### src/rtl/vga_timing_if.sv
// vga_timing_if: raster timing bundle from vga_timing to gameplay.
// Master drives the counters and decodes, slave samples them.
interface vga_timing_if;
    logic [15:0] H;
    logic [15:0] V;
    logic        active_region;
    logic        refresh;
    logic        Hsync;
    logic        Vsync;
    logic        pix_en;
    logic [15:0] frame_count;

    modport master (
        output H, V, active_region, refresh,
        output Hsync, Vsync, pix_en, frame_count
    );

    modport slave (
        input H, V, active_region, refresh,
        input Hsync, Vsync, pix_en, frame_count
    );
endinterface

### src/rtl/vga_timing.sv
// vga_timing: pixel-rate divider, H/V raster counters and registered
// sync/active/refresh decodes feeding gameplay.
module vga_timing #(
    parameter int PIX_DIV  = 4,
    parameter int H_ACTIVE = 640,
    parameter int H_FP     = 16,
    parameter int H_SYNC   = 96,
    parameter int H_BP     = 48,
    parameter int V_ACTIVE = 480,
    parameter int V_FP     = 10,
    parameter int V_SYNC   = 2,
    parameter int V_BP     = 33
) (
    input  logic         clkin,
    input  logic         resetn,
    vga_timing_if.master vga
);
    localparam int H_TOTAL = H_ACTIVE + H_FP + H_SYNC + H_BP;
    localparam int V_TOTAL = V_ACTIVE + V_FP + V_SYNC + V_BP;
    localparam int HS_LO   = H_ACTIVE + H_FP;
    localparam int HS_HI   = HS_LO + H_SYNC;
    localparam int VS_LO   = V_ACTIVE + V_FP;
    localparam int VS_HI   = VS_LO + V_SYNC;
    localparam int DW      = (PIX_DIV > 1) ? $clog2(PIX_DIV) : 1;

    logic [DW-1:0] divCnt;
    logic          tick;
    logic          hEnd;
    logic          vEnd;
    logic [15:0]   hCnt;
    logic [15:0]   vCnt;
    logic [15:0]   hNext;
    logic [15:0]   vNext;
    logic [15:0]   frameCnt;
    logic          active;
    logic          hsync;
    logic          vsync;
    logic          refresh;
    logic          pixEn;
    logic          activeNext;
    logic          hsyncNext;
    logic          vsyncNext;
    logic          refreshNext;

    assign tick = (divCnt == DW'(PIX_DIV - 1));
    assign hEnd = (hCnt == 16'(H_TOTAL - 1));
    assign vEnd = (vCnt == 16'(V_TOTAL - 1));

    always_comb begin
        hNext = hCnt;
        vNext = vCnt;
        unique case (1'b1)
            !tick: ;
            tick && !hEnd: begin
                hNext = hCnt + 16'd1;
            end
            tick && hEnd && !vEnd: begin
                hNext = 16'd0;
                vNext = vCnt + 16'd1;
            end
            tick && hEnd && vEnd: begin
                hNext = 16'd0;
                vNext = 16'd0;
            end
            default: ;
        endcase
    end

    // Decodes look at the next position so they land with the counters.
    always_comb begin
        activeNext  = (hNext < 16'(H_ACTIVE))
                   && (vNext < 16'(V_ACTIVE));
        hsyncNext   = !((hNext >= 16'(HS_LO))
                   && (hNext < 16'(HS_HI)));
        vsyncNext   = !((vNext >= 16'(VS_LO))
                   && (vNext < 16'(VS_HI)));
        refreshNext = tick && (hNext == 16'd0)
                   && (vNext == 16'(V_ACTIVE));
    end

    always_ff @(posedge clkin or negedge resetn) begin
        if (!resetn) begin
            divCnt   <= '0;
            pixEn    <= 1'b0;
            hCnt     <= 16'd0;
            vCnt     <= 16'd0;
            active   <= 1'b0;
            hsync    <= 1'b1;
            vsync    <= 1'b1;
            refresh  <= 1'b0;
            frameCnt <= 16'd0;
        end else begin
            divCnt  <= tick ? '0 : divCnt + DW'(1);
            pixEn   <= tick;
            refresh <= refreshNext;
            if (refreshNext) begin
                frameCnt <= frameCnt + 16'd1;
            end
            if (tick) begin
                hCnt   <= hNext;
                vCnt   <= vNext;
                active <= activeNext;
                hsync  <= hsyncNext;
                vsync  <= vsyncNext;
            end
        end
    end

    assign vga.H             = hCnt;
    assign vga.V             = vCnt;
    assign vga.active_region = active;
    assign vga.refresh       = refresh;
    assign vga.Hsync         = hsync;
    assign vga.Vsync         = vsync;
    assign vga.pix_en        = pixEn;
    assign vga.frame_count   = frameCnt;
endmodule
### src/flat_wrapper.sv
// flat-port wrapper written by rule: the top's interface ports become plain ports
module vga_timing_flat 
#(
    parameter int PIX_DIV  = 4,
    parameter int H_ACTIVE = 640,
    parameter int H_FP     = 16,
    parameter int H_SYNC   = 96,
    parameter int H_BP     = 48,
    parameter int V_ACTIVE = 480,
    parameter int V_FP     = 10,
    parameter int V_SYNC   = 2,
    parameter int V_BP     = 33
)
  (clkin, resetn, vga_H, vga_V, vga_active_region, vga_refresh, vga_Hsync, vga_Vsync, vga_pix_en, vga_frame_count);
  vga_timing_if vga_i ();
  input  logic clkin;
  input  logic resetn;
  output wire logic [$bits(vga_i.H)-1:0] vga_H;
  output wire logic [$bits(vga_i.V)-1:0] vga_V;
  output wire logic [$bits(vga_i.active_region)-1:0] vga_active_region;
  output wire logic [$bits(vga_i.refresh)-1:0] vga_refresh;
  output wire logic [$bits(vga_i.Hsync)-1:0] vga_Hsync;
  output wire logic [$bits(vga_i.Vsync)-1:0] vga_Vsync;
  output wire logic [$bits(vga_i.pix_en)-1:0] vga_pix_en;
  output wire logic [$bits(vga_i.frame_count)-1:0] vga_frame_count;
  assign vga_H = vga_i.H;
  assign vga_V = vga_i.V;
  assign vga_active_region = vga_i.active_region;
  assign vga_refresh = vga_i.refresh;
  assign vga_Hsync = vga_i.Hsync;
  assign vga_Vsync = vga_i.Vsync;
  assign vga_pix_en = vga_i.pix_en;
  assign vga_frame_count = vga_i.frame_count;
  vga_timing #(.PIX_DIV(PIX_DIV), .H_ACTIVE(H_ACTIVE), .H_FP(H_FP), .H_SYNC(H_SYNC), .H_BP(H_BP), .V_ACTIVE(V_ACTIVE), .V_FP(V_FP), .V_SYNC(V_SYNC), .V_BP(V_BP)) u_core (.clkin(clkin), .resetn(resetn), .vga(vga_i));
endmodule
### config.mk
export PLATFORM = sky130hd
export DESIGN_NAME = vga_timing_flat
export DESIGN_NICKNAME = d
export VERILOG_FILES = /design/src/rtl/vga_timing_if.sv /design/src/rtl/vga_timing.sv /design/src/flat_wrapper.sv
export SDC_FILE = /design/constraint.sdc
export NUM_CORES = 1
export LEC_CHECK = 0
export BUFFER_PORTS_ARGS = -buffer_cell sky130_fd_sc_hd__buf_2
export CAP_MARGIN = 5
export CORE_UTILIZATION = 50
export DETAILED_ROUTE_END_ITERATION = 10
export PLACE_DENSITY = 0.8
export SETUP_SLACK_MARGIN = 0.1
export SLEW_MARGIN = 5
export SYNTH_ARGS = -nofsm -noshare
export SYNTH_HDL_FRONTEND = slang
export SYNTH_SLANG_ARGS = --single-unit
### constraint.sdc
create_clock -name clkin -period 3.6 [get_ports clkin]
set_clock_uncertainty 0.15 [all_clocks]
set_input_delay 0.54 -clock clkin [delete_from_list [all_inputs] [get_ports clkin]]
set_output_delay 0.54 -clock clkin [all_outputs]
set_load 0.02 [all_outputs]
* Word level (Yosys, flattened, before mapping) *
Cells that the tools add are included.

storage, ports and cells
  output and inout bits = 53
  register bits after elaboration = 55
  logic and storage cells = 41
  bits of input ports = 2

cells by class
  eq/ne operators = 4
  $lt $le $gt $ge = 6
  muxes and demuxes = 3
  add/sub/neg operators = 4
  reductions and logical operators = 15

operator list
  operator                                                                                count
  16-bit case mux with 2 select lines                                                     2
  16-bit by 1-bit adder with 16-bit output (second input constant)                        3
  16-bit by 10-bit equality test with 1-bit output (second input constant)                2
  16-bit by 10-bit less-than comparator with 1-bit output (second input constant)         2
  16-bit by 9-bit less-than comparator with 1-bit output (second input constant)          2
  16-bit by 9-bit equality test with 1-bit output (second input constant)                 1
  16-bit by 10-bit greater-or-equal comparator with 1-bit output (second input constant)  1
  16-bit by 9-bit greater-or-equal comparator with 1-bit output (second input constant)   1
  16-bit logical NOT                                                                      1
  1-bit logical AND                                                                       9
  1-bit logical NOT                                                                       4
  2-bit by 1-bit adder with 2-bit output (second input constant)                          1
  2-bit equality test (second input constant)                                             1
  2-bit 2-to-1 mux                                                                        1
  2-bit OR reduction                                                                      1

* Depth between registers and ports, before layout *
Gate-level depths: netlist of the first run.

  word-level depth = 8
  gate-level depth with buffers = 13
  gate-level depth less buffers = 10

* Least setup slack after synthesis of the first run *
Ideal clock, no wire load.

  path type = register to register
  start point = reg u_core.hCnt[3] (netlist: u_core.vga.H[3])
  end point = reg u_core.frameCnt[1] (netlist: u_core.vga.frame_count[1])
  arrival = 2.824 ns
  required time = 3.322 ns
  setup time = 0.128 ns
  setup slack = 0.498 ns
  path buffers = 1
  period minus slack after synthesis = 3.102 ns
  cell stages (with the launch flop) = 10
  path through = dfrtp_1 clkbuf_1 nand2_1 nor4_1 and4_1 xor2_1 o31ai_1 nand4_2 nor3_2 mux2_1

on the way
  longest elaborated chain between the ends = 8
  elaborated cells between the ends (all ways) = 14
  those cells by class = add/sub: 1; eq/ne: 2; mux: 2; reduce/logical: 9

ends and longest elaborated chain
  item                                                                                              RTL line           source
  start, declared                                                                                   vga_timing.sv:30   logic [15:0] hCnt;
  start signal, assigned                                                                            vga_timing.sv:100  hCnt <= hNext;
  parallel branches: the longest is 7 deep, another holds 16-bit by 1-bit adder with 16-bit output  -
  1-bit logical AND (*)                                                                             vga_timing.sv:78   && (vNext == 16'(V_ACTIVE));
  net u_core.refreshNext                                                                            vga_timing.sv:43   logic refreshNext;
  end signal, assigned                                                                              vga_timing.sv:97   frameCnt <= frameCnt + 16'd1;
  end, declared                                                                                     vga_timing.sv:34   logic [15:0] frameCnt;

Mark *: on every way through the listed nets, which the timed path passes.
A chain may end at the register's enable or synchronous reset.

* Worst setup path in the final report of the first run *
  start point = reg u_core.vCnt[0] (netlist: u_core.vga.V[0])
  end point = reg u_core.frameCnt[12] (netlist: u_core.vga.frame_count[12])

on the way
  longest elaborated chain between the ends = 8
  elaborated cells between the ends (all ways) = 12
  those cells by class = add/sub: 1; eq/ne: 2; mux: 2; reduce/logical: 7

ends and longest elaborated chain
  item                                                                                              RTL line           source
  start, declared                                                                                   vga_timing.sv:31   logic [15:0] vCnt;
  start signal, assigned                                                                            vga_timing.sv:101  vCnt <= vNext;
  parallel branches: the longest is 7 deep, another holds 16-bit by 1-bit adder with 16-bit output  -
  1-bit logical AND (*)                                                                             vga_timing.sv:78

Mark *: on every way between the ends.

==> results of run 1 <==
==> per-layer routing <==
metal  GRT usage (%)  part of all wire (%)  vias to the layer above  routed length (um)
met5               0                     0                        -                   0
met4            9.24                   2.1                        0                 180
met3            3.21                   5.6                       19                 487
met2            41.6                    48                      127                4170
met1            35.8                    44                     1492                3810
li1                -                     -                     1491                   -
==> power by group through the flow <==
| stage | combinational, mW | clock, mW | sequential [mW] |
|---|---|---|---|
| floorplan | 0.000000721 | 0 | 0.630 |
| global placement | 0.0138 | 0 | 0.630 |
| detailed placement | 0.0141 | 0 | 0.630 |
| CTS | 0.0140 | 0.380 | 0.618 |
| global route | 0.0162 | 0.398 | 0.618 |
| finish | 0.0130 | 0.367 | 0.618 |
==> synth_stat cells, types with 4 or more instances <==
cell,number,area [um2]
xor2_1,9,78.8
o21ai_0,25,125
xnor2_1,16,140
and3_1,13,81.3
and4_1,6,52.6
dfrtp_1,53,1330
nor2b_1,5,31.3
buf_2,9,45.0
or3_1,4,25.0
nor4_1,12,75.1
a21o_1,5,37.5
nand2_1,38,143
ha_1,6,75.1
nand3_1,22,110
nor2_1,18,67.6
nor3_1,12,60.1
nand4_1,19,119
inv_1,7,26.3
o31ai_1,17,128
a21oi_1,11,55.1
and2_1,6,37.5
clkbuf_1,10,37.5
==> placed cells by master (no fill, tap or decap), types with 11 or more instances in the layout <==
master	n
a21oi_1	11
and3_1	12
buf_2	54
buf_4	13
dfrtp_1	53
nand2_1	38
nand3_1	22
nand4_1	19
nor2_1	18
nor3_1	12
nor4_1	12
o21ai_0	25
o31ai_1	16
xnor2_1	16
==> cell type report <==
cell class              count  area (um2)
flip-flops and latches     55        1380
clock inverters             3        25.0
repair buffers             67         368
inverters                   7        26.3
well taps                  77        96.3
multi-input cells         291        1930
clock buffers               5        68.8
fillers                   606        2600
==> final timing paths <==
check / cells past startpoint / endpoint / slack [ns]
setup / recovery: 11 / u_core.vga.frame_count[12]$_DFFE_PN0P_ / 0.29
hold / removal: 1 / u_core.vga.V[6]$_DFFE_PN0P_ / 0.12
max in group asynchronous: 2 / u_core.vga.Hsync$_DFFE_PN1P_ / 2.32
hold reg to reg: 1 / u_core.divCnt[0]$_DFF_PN0_ / 0.32
min in group clkin: 1 / u_core.divCnt[0]$_DFF_PN0_ / 0.32
setup reg to reg: 11 / u_core.vga.frame_count[12]$_DFFE_PN0P_ / 0.29
==> critical path, delay by kind of cell (launching register included) <==
family	cells	cell delay, ns
buffers and inverters	2	0.31
AND/OR/NAND/NOR	5	1.68
AO/OA/AOI/OAI	2	0.26
XOR/XNOR	1	0.16
flip-flops	1	0.49
adder cells (fa/ha/maj)	1	0.15
==> kinds of logic after synthesis <==
| kind of cell | after synthesis |
|---|---|
| adder cells (fa/ha/maj) | 6 |
| XOR/XNOR | 25 |
| flip-flops | 55 |
| AO/OA/AOI/OAI | 77 |
| AND/OR/NAND/NOR | 179 |
| buffers and inverters | 30 |
| multiplexers | 4 |
==> per-stage QoR <==
step	util (%)	total power, mW	hold WS (ns)	std cells
finish	59.9	0.997	0.119	505
global route	59.9	1.03	0.202	505
CTS	59.8	1.01	0.141	505
detailed placement	58.4	0.644	0.309	497
global placement	58.4	0.643	0.294	497
floorplan	-	0.630	0.0944	376
==> flip-flops by register name, summed over array words and instances, names as in the netlist <==
signal                    count
u_core.vga.H                 16
u_core.vga.V                 16
u_core.vga.frame_count       16
u_core.divCnt                 2
u_core.vga.Hsync              1
u_core.vga.Vsync              1
u_core.vga.active_region      1
u_core.vga.pix_en             1
u_core.vga.refresh            1
==> impl_metrics.json, run 1 <==
{
  "status": "complete, no violations",
  "synth.distinct_cells": 61,
  "hp-class": "input port to asynchronous set/reset pin",
  "path_class": "flip-flop to flip-flop",
  "area_delta_synth_final_pct": 12.8,
  "slowest_stage": "or4b_4",
  "io_pins": 55,
  "yosys_warnings": 0,
  "holdBufCountCts": 0,
  "synth_fa_ha_area_share_pct": 2.18,
  "total_leakage_power_nw": 1.78,
  "grt-ovfl-total": 0,
  "grt_pass1_wl_um": 14900,
  "rr_startpoint": "u_core.vga.V[0]$_DFFE_PN0P_",
  "synth_top_family_by_area": "simple AND/OR/NAND/NOR gates",
  "post-dp-hpwl_um": 6310,
  "synth_seq_area_share_pct": 40.0,
  "fin_tns_setup_ns": 0,
  "drt_pass1_iterations": 5,
  "post-place-ws_ns": 0.251,
  "coreArea_um2": 6490,
  "synth_cells": 376,
  "num_vias": 3129,
  "avgSynthCellArea_um2": 9.18,
  "die_h_um": 85.1,
  "combPwrFrac_pct": 1.3,
  "cts_buffer_depth": 2,
  "wirelength_um": 8650,
  "report.final.hold_viol_count": 0,
  "max_stage_delay_ns": 0.50,
  "max_slew_margin_pct": 50.2,
  "clock.fmax_mhz": 302,
  "cts_buffers": 5,
  "wl_per_cell_um": 17.1,
  "drt_iter0_drc": 163,
  "critical_path.startpoint": "u_core.vga.V[0]$_DFFE_PN0P_",
  "synth-xor-area-share_pct": 6.35,
  "ir_worst_vdd_mv": 0.145,
  "clock_latency_ns": 0.32,
  "synth.ff_latch_count": 55,
  "power.internal_mw": 0.761,
  "min_period_ns": 3.31,
  "async_flop_share_pct": 100,
  "start_kind": "flip-flop",
  "grt_max_degree": 34,
  "clk_pin_slew_ns": 0.11,
  "gp_congestion": 0.986,
  "synthFlopType": "dfrtp_1",
  "p_clk_share_pct": 36.8,
  "routed_via_density": 6.20,
  "rsz0062_at_grt": "false",
  "drcViolationCount": 0,
  "die_area_um2": 7240,
  "crit_path_max_fanout": 13,
  "synth_area_um2": 3450,
  "synth_compound_area_share_pct": 14.4,
  "p_sw_share_pct": 23.7,
  "ant_nets": 0,
  "clkSinkCount": 55,
  "synthMuxAreaShare_pct": 1.74,
  "cp-end-kind": "flip-flop",
  "ctsResizeCount": 0,
  "worstPathRequired_ns": 3.67,
  "antenna_cells": 0,
  "post-cts-setup-buffers": 0,
  "final_cell_area_um2": 3890,
  "synth_simple_gate_area_share_pct": 31.0,
  "rows": 29,
  "setup_ws_ns": 0.293,
  "final-max-slew-violation-count": 0,
  "die_w_um": 85.1,
  "p_switching_mw": 0.236,
  "p_per_area_nw_per_um2": 256,
  "synth_fp_nets": 384,
  "grt_pass1_vias": 2980,
  "synth_edf_count": 0,
  "maxCapViolations": 0,
  "cts-htree-levels": 2,
  "seqPwrFrac_pct": 61.9,
  "start_util_pct": 53.1,
  "crit_chain": "inv_1 -> ha_1 -> or4b_4 -> nor4_4 -> buf_4 -> a31oi_1 -> o22a_1 -> nand4bb_4 -> and4b_2 -> nand4_1 -> xnor2_1",
  "cts_tree": "built",
  "period_share_pct": 91.9,
  "arrival_ns": 3.37,
  "num-nets-final": 435,
  "cts-root-buf": "clkbuf_8",
  "drive_above_1_share_pct": 22.4,
  "place_area_um2": 3790,
  "portBuffers": 54,
  "worst_pin_slew_ns": 0.746,
  "setup_violations": 0,
  "grt_usage_pct": 25.8,
  "antenna_found_initial": 0
}
Note: power is estimated with default switching activity, not from simulation.
==> inputs of run 2 (changes only) <==
--- a/config.mk
+++ b/config.mk
@@ -8,8 +8,9 @@
 export BUFFER_PORTS_ARGS = -buffer_cell sky130_fd_sc_hd__buf_2
 export CAP_MARGIN = 5
 export CORE_UTILIZATION = 50
+export CTS_CLUSTER_DIAMETER = 80
 export DETAILED_ROUTE_END_ITERATION = 10
-export PLACE_DENSITY = 0.8
+export PLACE_DENSITY = 0.83
 export SETUP_SLACK_MARGIN = 0.1
 export SLEW_MARGIN = 5
 export SYNTH_ARGS = -nofsm -noshare
==> run 2 against run 1 <==
Net effect: total power is 0.28% higher; via count rose by 1.8%; largest power group unchanged; critical path depth shrank 1; combinational power barely moved; cell count is 0.99% higher; register-to-register slack got worse by 0.02 ns; die area unchanged; utilization rose by 0.65 points; highest routed layer unchanged; sequential share of layout area is 0.38 points lower.
==> impl_metrics.json, run 2 (synthesized netlist as in run 1, its figures left out) <==
{
  "status": "complete, no violations",
  "hp-class": "input port to asynchronous set/reset pin",
  "gp_congestion": 0.974,
  "num-nets-final": 440,
  "p_per_area_nw_per_um2": 254,
  "start_util_pct": 53.1,
  "rows": 29,
  "fill_cells": 569,
  "report.final.hold_viol_count": 0,
  "worst_pin_slew_ns": 1.10,
  "worstPathRequired_ns": 3.66,
  "num_vias": 3185,
  "post-place-ws_ns": 0.176,
  "die_w_um": 85.1,
  "cp-end-kind": "flip-flop",
  "rsz0062_at_grt": "true",
  "grt-ovfl-total": 0,
  "coreArea_um2": 6490,
  "clock.fmax_mhz": 301,
  "routed_via_density": 6.25,
  "wirelength_um": 8690,
  "post-dp-hpwl_um": 6430,
  "path_class": "flip-flop to flip-flop",
  "grt_max_degree": 51,
  "setup_ws_ns": 0.273,
  "drcViolationCount": 0,
  "wl_per_cell_um": 17.0,
  "max_slew_margin_pct": 26.4,
  "holdBufCountCts": 0,
  "min_period_ns": 3.33,
  "setup_violations": 0,
  "area_delta_synth_final_pct": 14.0,
  "final_common_cell": "buf_2",
  "portBuffers": 54,
  "cts-root-buf": "clkbuf_8",
  "total_leakage_power_nw": 1.81,
  "period_share_pct": 92.4,
  "maxCapViolations": 0,
  "antenna_cells": 0,
  "grt_usage_pct": 25.0,
  "grt_pass1_vias": 2968,
  "ir_worst_vdd_mv": 0.167,
  "layout_common_cells": "buf_2, dfrtp_1, nand2_1, o21ai_0, nand3_1",
  "clk_pin_slew_ns": 0.11,
  "drt_iter0_drc": 247,
  "ant_nets": 0,
  "die_area_um2": 7240,
  "io_pins": 55,
  "fin_tns_setup_ns": 0,
  "start_kind": "flip-flop",
  "arrival_ns": 3.38,
  "final-max-slew-violation-count": 0,
  "cts_buffers": 5,
  "drt_pass1_iterations": 5,
  "cts_buffer_depth": 2,
  "grt_pass1_wl_um": 14500,
  "crit_path_max_fanout": 13,
  "antenna_found_initial": 0,
  "cts-htree-levels": 2,
  "clkSinkCount": 55,
  "clock_latency_ns": 0.32,
  "drive_above_1_share_pct": 23.3,
  "cts_tree": "built",
  "die_h_um": 85.1
}
-- run 2: path summary, 6_finish.rpt --
path                                                   startpoint                                      to  slack, ns  depth (start not counted)
max                                   u_core.vga.V[0]$_DFFE_PN0P_   u_core.vga.frame_count[8]$_DFFE_PN0P_       0.27                         10
min                                                        resetn             u_core.vga.V[7]$_DFFE_PN0P_       0.26                          1
max reg2reg                           u_core.vga.V[0]$_DFFE_PN0P_   u_core.vga.frame_count[8]$_DFFE_PN0P_       0.27                         10
min reg2reg                u_core.vga.frame_count[15]$_DFFE_PN0P_  u_core.vga.frame_count[15]$_DFFE_PN0P_       0.33                          1
max in group asynchronous                                  resetn            u_core.vga.H[13]$_DFFE_PN0P_       2.30                          2
min in group clkin         u_core.vga.frame_count[15]$_DFFE_PN0P_  u_core.vga.frame_count[15]$_DFFE_PN0P_       0.33                          1
-- run 2: area by class of cell --
class	instances	area, um2	area share, %
Sequential cell	55	1380	35.1
Multi-Input combinational cell	291	1930	49.1
Timing Repair Buffer	72	405	10.3
Tap cell	77	96.3	2.45
Inverter	7	26.3	0.668
Clock buffer	5	68.8	1.75
Clock inverter	3	27.5	0.700
-- run 2: what timing repair did --
action	in CTS	in global routing
endpoints found under the setup margin	0	15
setup buffers	0	1
resized for setup	0	3
-- run 2: stage by stage --
step | util (%) | cells | total power, mW | cell area [um2] | hold WS (ns)
floorplan | - | 376 | 0.630 | 3450 | 0.0944
CTS | 60.3 | 509 | 1.02 | 3920 | 0.305
detailed placement | 58.8 | 501 | 0.643 | 3820 | 0.321
finish | 60.6 | 510 | 1.00 | 3930 | 0.264
global placement | 58.8 | 501 | 0.643 | 3820 | 0.292
global route | 60.6 | 510 | 1.03 | 3930 | 0.350
-- run 2: critical path: stages, from the launching register on --
cell	delay, ns
dfrtp_1	0.48
inv_1	0.11
ha_1	0.18
or4b_4	0.51
nor4_4	0.39
o21bai_1	0.13
a22oi_2	0.29
nand4bb_4	0.17
and4b_4	0.47
nand4_1	0.17
xnor2_1	0.17
-- run 2: layer usage --
layer  up-vias  track usage, %  part of all wire [%]
met5         -               0                     0
met4         0            8.47                   2.2
met3        21            3.70                   5.8
met2       131            42.4                    49
met1      1529            32.9                    43
li1       1504               -                     -
-- run 2: power by group --
group          total (mW)  switching (mW)  internal [mW]
combinational      0.0128          0.0117        0.00110
clock               0.370           0.225          0.145
sequential          0.618               0          0.618
==> inputs of run 3 (changes only) <==
--- a/config.mk
+++ b/config.mk
@@ -7,10 +7,10 @@
 export LEC_CHECK = 0
 export BUFFER_PORTS_ARGS = -buffer_cell sky130_fd_sc_hd__buf_2
 export CAP_MARGIN = 5
-export CORE_UTILIZATION = 50
+export CORE_UTILIZATION = 40
 export CTS_CLUSTER_DIAMETER = 80
 export DETAILED_ROUTE_END_ITERATION = 10
-export PLACE_DENSITY = 0.83
+export PLACE_DENSITY = 0.71
 export SETUP_SLACK_MARGIN = 0.1
 export SLEW_MARGIN = 5
 export SYNTH_ARGS = -nofsm -noshare
==> run 3 against run 2 <==
Net effect: sequential share of layout area shrank 0.24 points; clock power hardly changed; wire length is 2.6% higher; total power down 0.15%; via count increased by 0.88%; critical path type unchanged; critical endpoint is now u_core.vga.frame_count[1]$_DFFE_PN0P_.
==> impl_metrics.json, run 3 (synthesized netlist as in run 1, its figures left out) <==
{
  "start_util_pct": 41.6,
  "num-nets-final": 440,
  "crit_buf_inv": 1,
  "grt-ovfl-total": 0,
  "rows": 33,
  "clk_pin_slew_ns": 0.11,
  "fin_tns_setup_ns": 0,
  "worst_pin_slew_ns": 0.957,
  "path_class": "flip-flop to flip-flop",
  "cts_buffer_depth": 2,
  "grt_usage_pct": 20.7,
  "rsz0062_at_grt": "false",
  "io_pins": 55,
  "final_cells": 538,
  "arrival_ns": 3.42,
  "die_w_um": 94.9,
  "min_period_ns": 3.35,
  "gp_congestion": 0.958,
  "maxCapViolations": 0,
  "setup_violations": 0,
  "cts-htree-levels": 2,
  "hp-class": "input port to asynchronous set/reset pin",
  "post-cts-setup-buffers": 0,
  "wirelength_um": 8920,
  "max_slew_margin_pct": 35.6,
  "clkSinkCount": 55,
  "clock.fmax_mhz": 298,
  "wl_per_cell_um": 16.6,
  "ir_worst_vdd_mv": 0.138,
  "grt_max_degree": 38,
  "crit_family": "simple AND/OR/NAND/NOR gates",
  "drt_iter0_drc": 266,
  "grt_pass1_wl_um": 14600,
  "crit_path_max_fanout": 9,
  "cts-root-buf": "clkbuf_8",
  "p_per_area_nw_per_um2": 252,
  "max_stage_delay_ns": 0.51,
  "area_delta_synth_final_pct": 14.8,
  "start_kind": "flip-flop",
  "layout_common_cells": "buf_2, dfrtp_1, nand2_1, o21ai_0, nand3_1",
  "worstPathRequired_ns": 3.66,
  "grt_pass1_vias": 2903,
  "drive_above_1_share_pct": 23.1,
  "period_share_pct": 93.1,
  "ant_nets": 0,
  "crit_chain": "inv_1 -> ha_1 -> or4b_4 -> nor4_4 -> nor2_1 -> a22o_1 -> a21oi_1 -> nand4_2 -> nor3_2 -> mux2_1",
  "status": "complete, no violations",
  "post-dp-hpwl_um": 6490,
  "dp.cells": 530,
  "postLayoutCoreUtil_pct": 47.7,
  "coreArea_um2": 8300,
  "slowest_stage": "or4b_4",
  "drcViolationCount": 0,
  "final-max-slew-violation-count": 0,
  "die_h_um": 94.9,
  "report.final.hold_viol_count": 0,
  "cts_tree": "built",
  "portBuffers": 54,
  "antenna_cells": 0,
  "routed_via_density": 5.97,
  "ctsResizeCount": 0,
  "final_common_cell": "buf_2",
  "drt_pass1_iterations": 5,
  "antenna_found_initial": 0,
  "die_area_um2": 9000,
  "holdBufCountCts": 0,
  "total_leakage_power_nw": 1.80,
  "cts_buffers": 5,
  "num_vias": 3213,
  "fill_cells": 802,
  "clock_latency_ns": 0.32,
  "cp-end-kind": "flip-flop"
}
==> run 3: path summary, 6_finish.rpt <==
check / end / cells after the start / slack [ns] / start
min: u_core.vga.H[15]$_DFFE_PN0P_ / 1 / 0.01 / resetn
min in group clkin: u_core.vga.frame_count[15]$_DFFE_PN0P_ / 1 / 0.32 / u_core.vga.frame_count[15]$_DFFE_PN0P_
max reg2reg: u_core.vga.frame_count[1]$_DFFE_PN0P_ / 10 / 0.25 / u_core.vga.V[0]$_DFFE_PN0P_
min reg2reg: u_core.vga.frame_count[15]$_DFFE_PN0P_ / 1 / 0.32 / u_core.vga.frame_count[15]$_DFFE_PN0P_
max in group asynchronous: u_core.vga.Vsync$_DFFE_PN1P_ / 2 / 2.42 / resetn
max: u_core.vga.frame_count[1]$_DFFE_PN0P_ / 10 / 0.25 / u_core.vga.V[0]$_DFFE_PN0P_
==> run 3: power by group <==
| part | internal (mW) | switching [mW] |
|---|---|---|
| clock network | 0.143 | 0.224 |
| registers | 0.618 | 0 |
| logic | 0.00108 | 0.0121 |
==> run 3: cell type report <==
cell class	count	area, um2	area share (%)
clock inverter	3	27.5	0.695
tap	105	131	3.32
inverter	7	26.3	0.663
multi-input combinational	291	1920	48.5
sequential	55	1380	34.8
clock buffer	5	68.8	1.74
timing repair buffer	72	405	10.2
==> run 3: per-stage QoR <==
| step | hold WS, ns | area, um2 | setup WS (ns) | power, mW |
|---|---|---|---|---|
| after floorplan | 0.0944 | 3450 | 0.498 | 0.630 |
| after global placement | 0.294 | 3860 | 0.223 | 0.644 |
| after detailed placement | 0.310 | 3860 | 0.187 | 0.644 |
| after CTS | 0.0247 | 3960 | 0.166 | 1.01 |
| after global routing | 0.0391 | 3960 | 0.109 | 1.04 |
| final | 0.0128 | 3960 | 0.247 | 0.998 |
==> run 3: routing by layer <==
metal / track usage (%) / routed length, um / vias to the layer above
li1: - / - / 1505
met1: 28.5 / 3940 / 1561
met2: 33.4 / 4300 / 134
met3: 2.66 / 515 / 13
met4: 7.32 / 163 / 0
met5: 0 / 0 / -
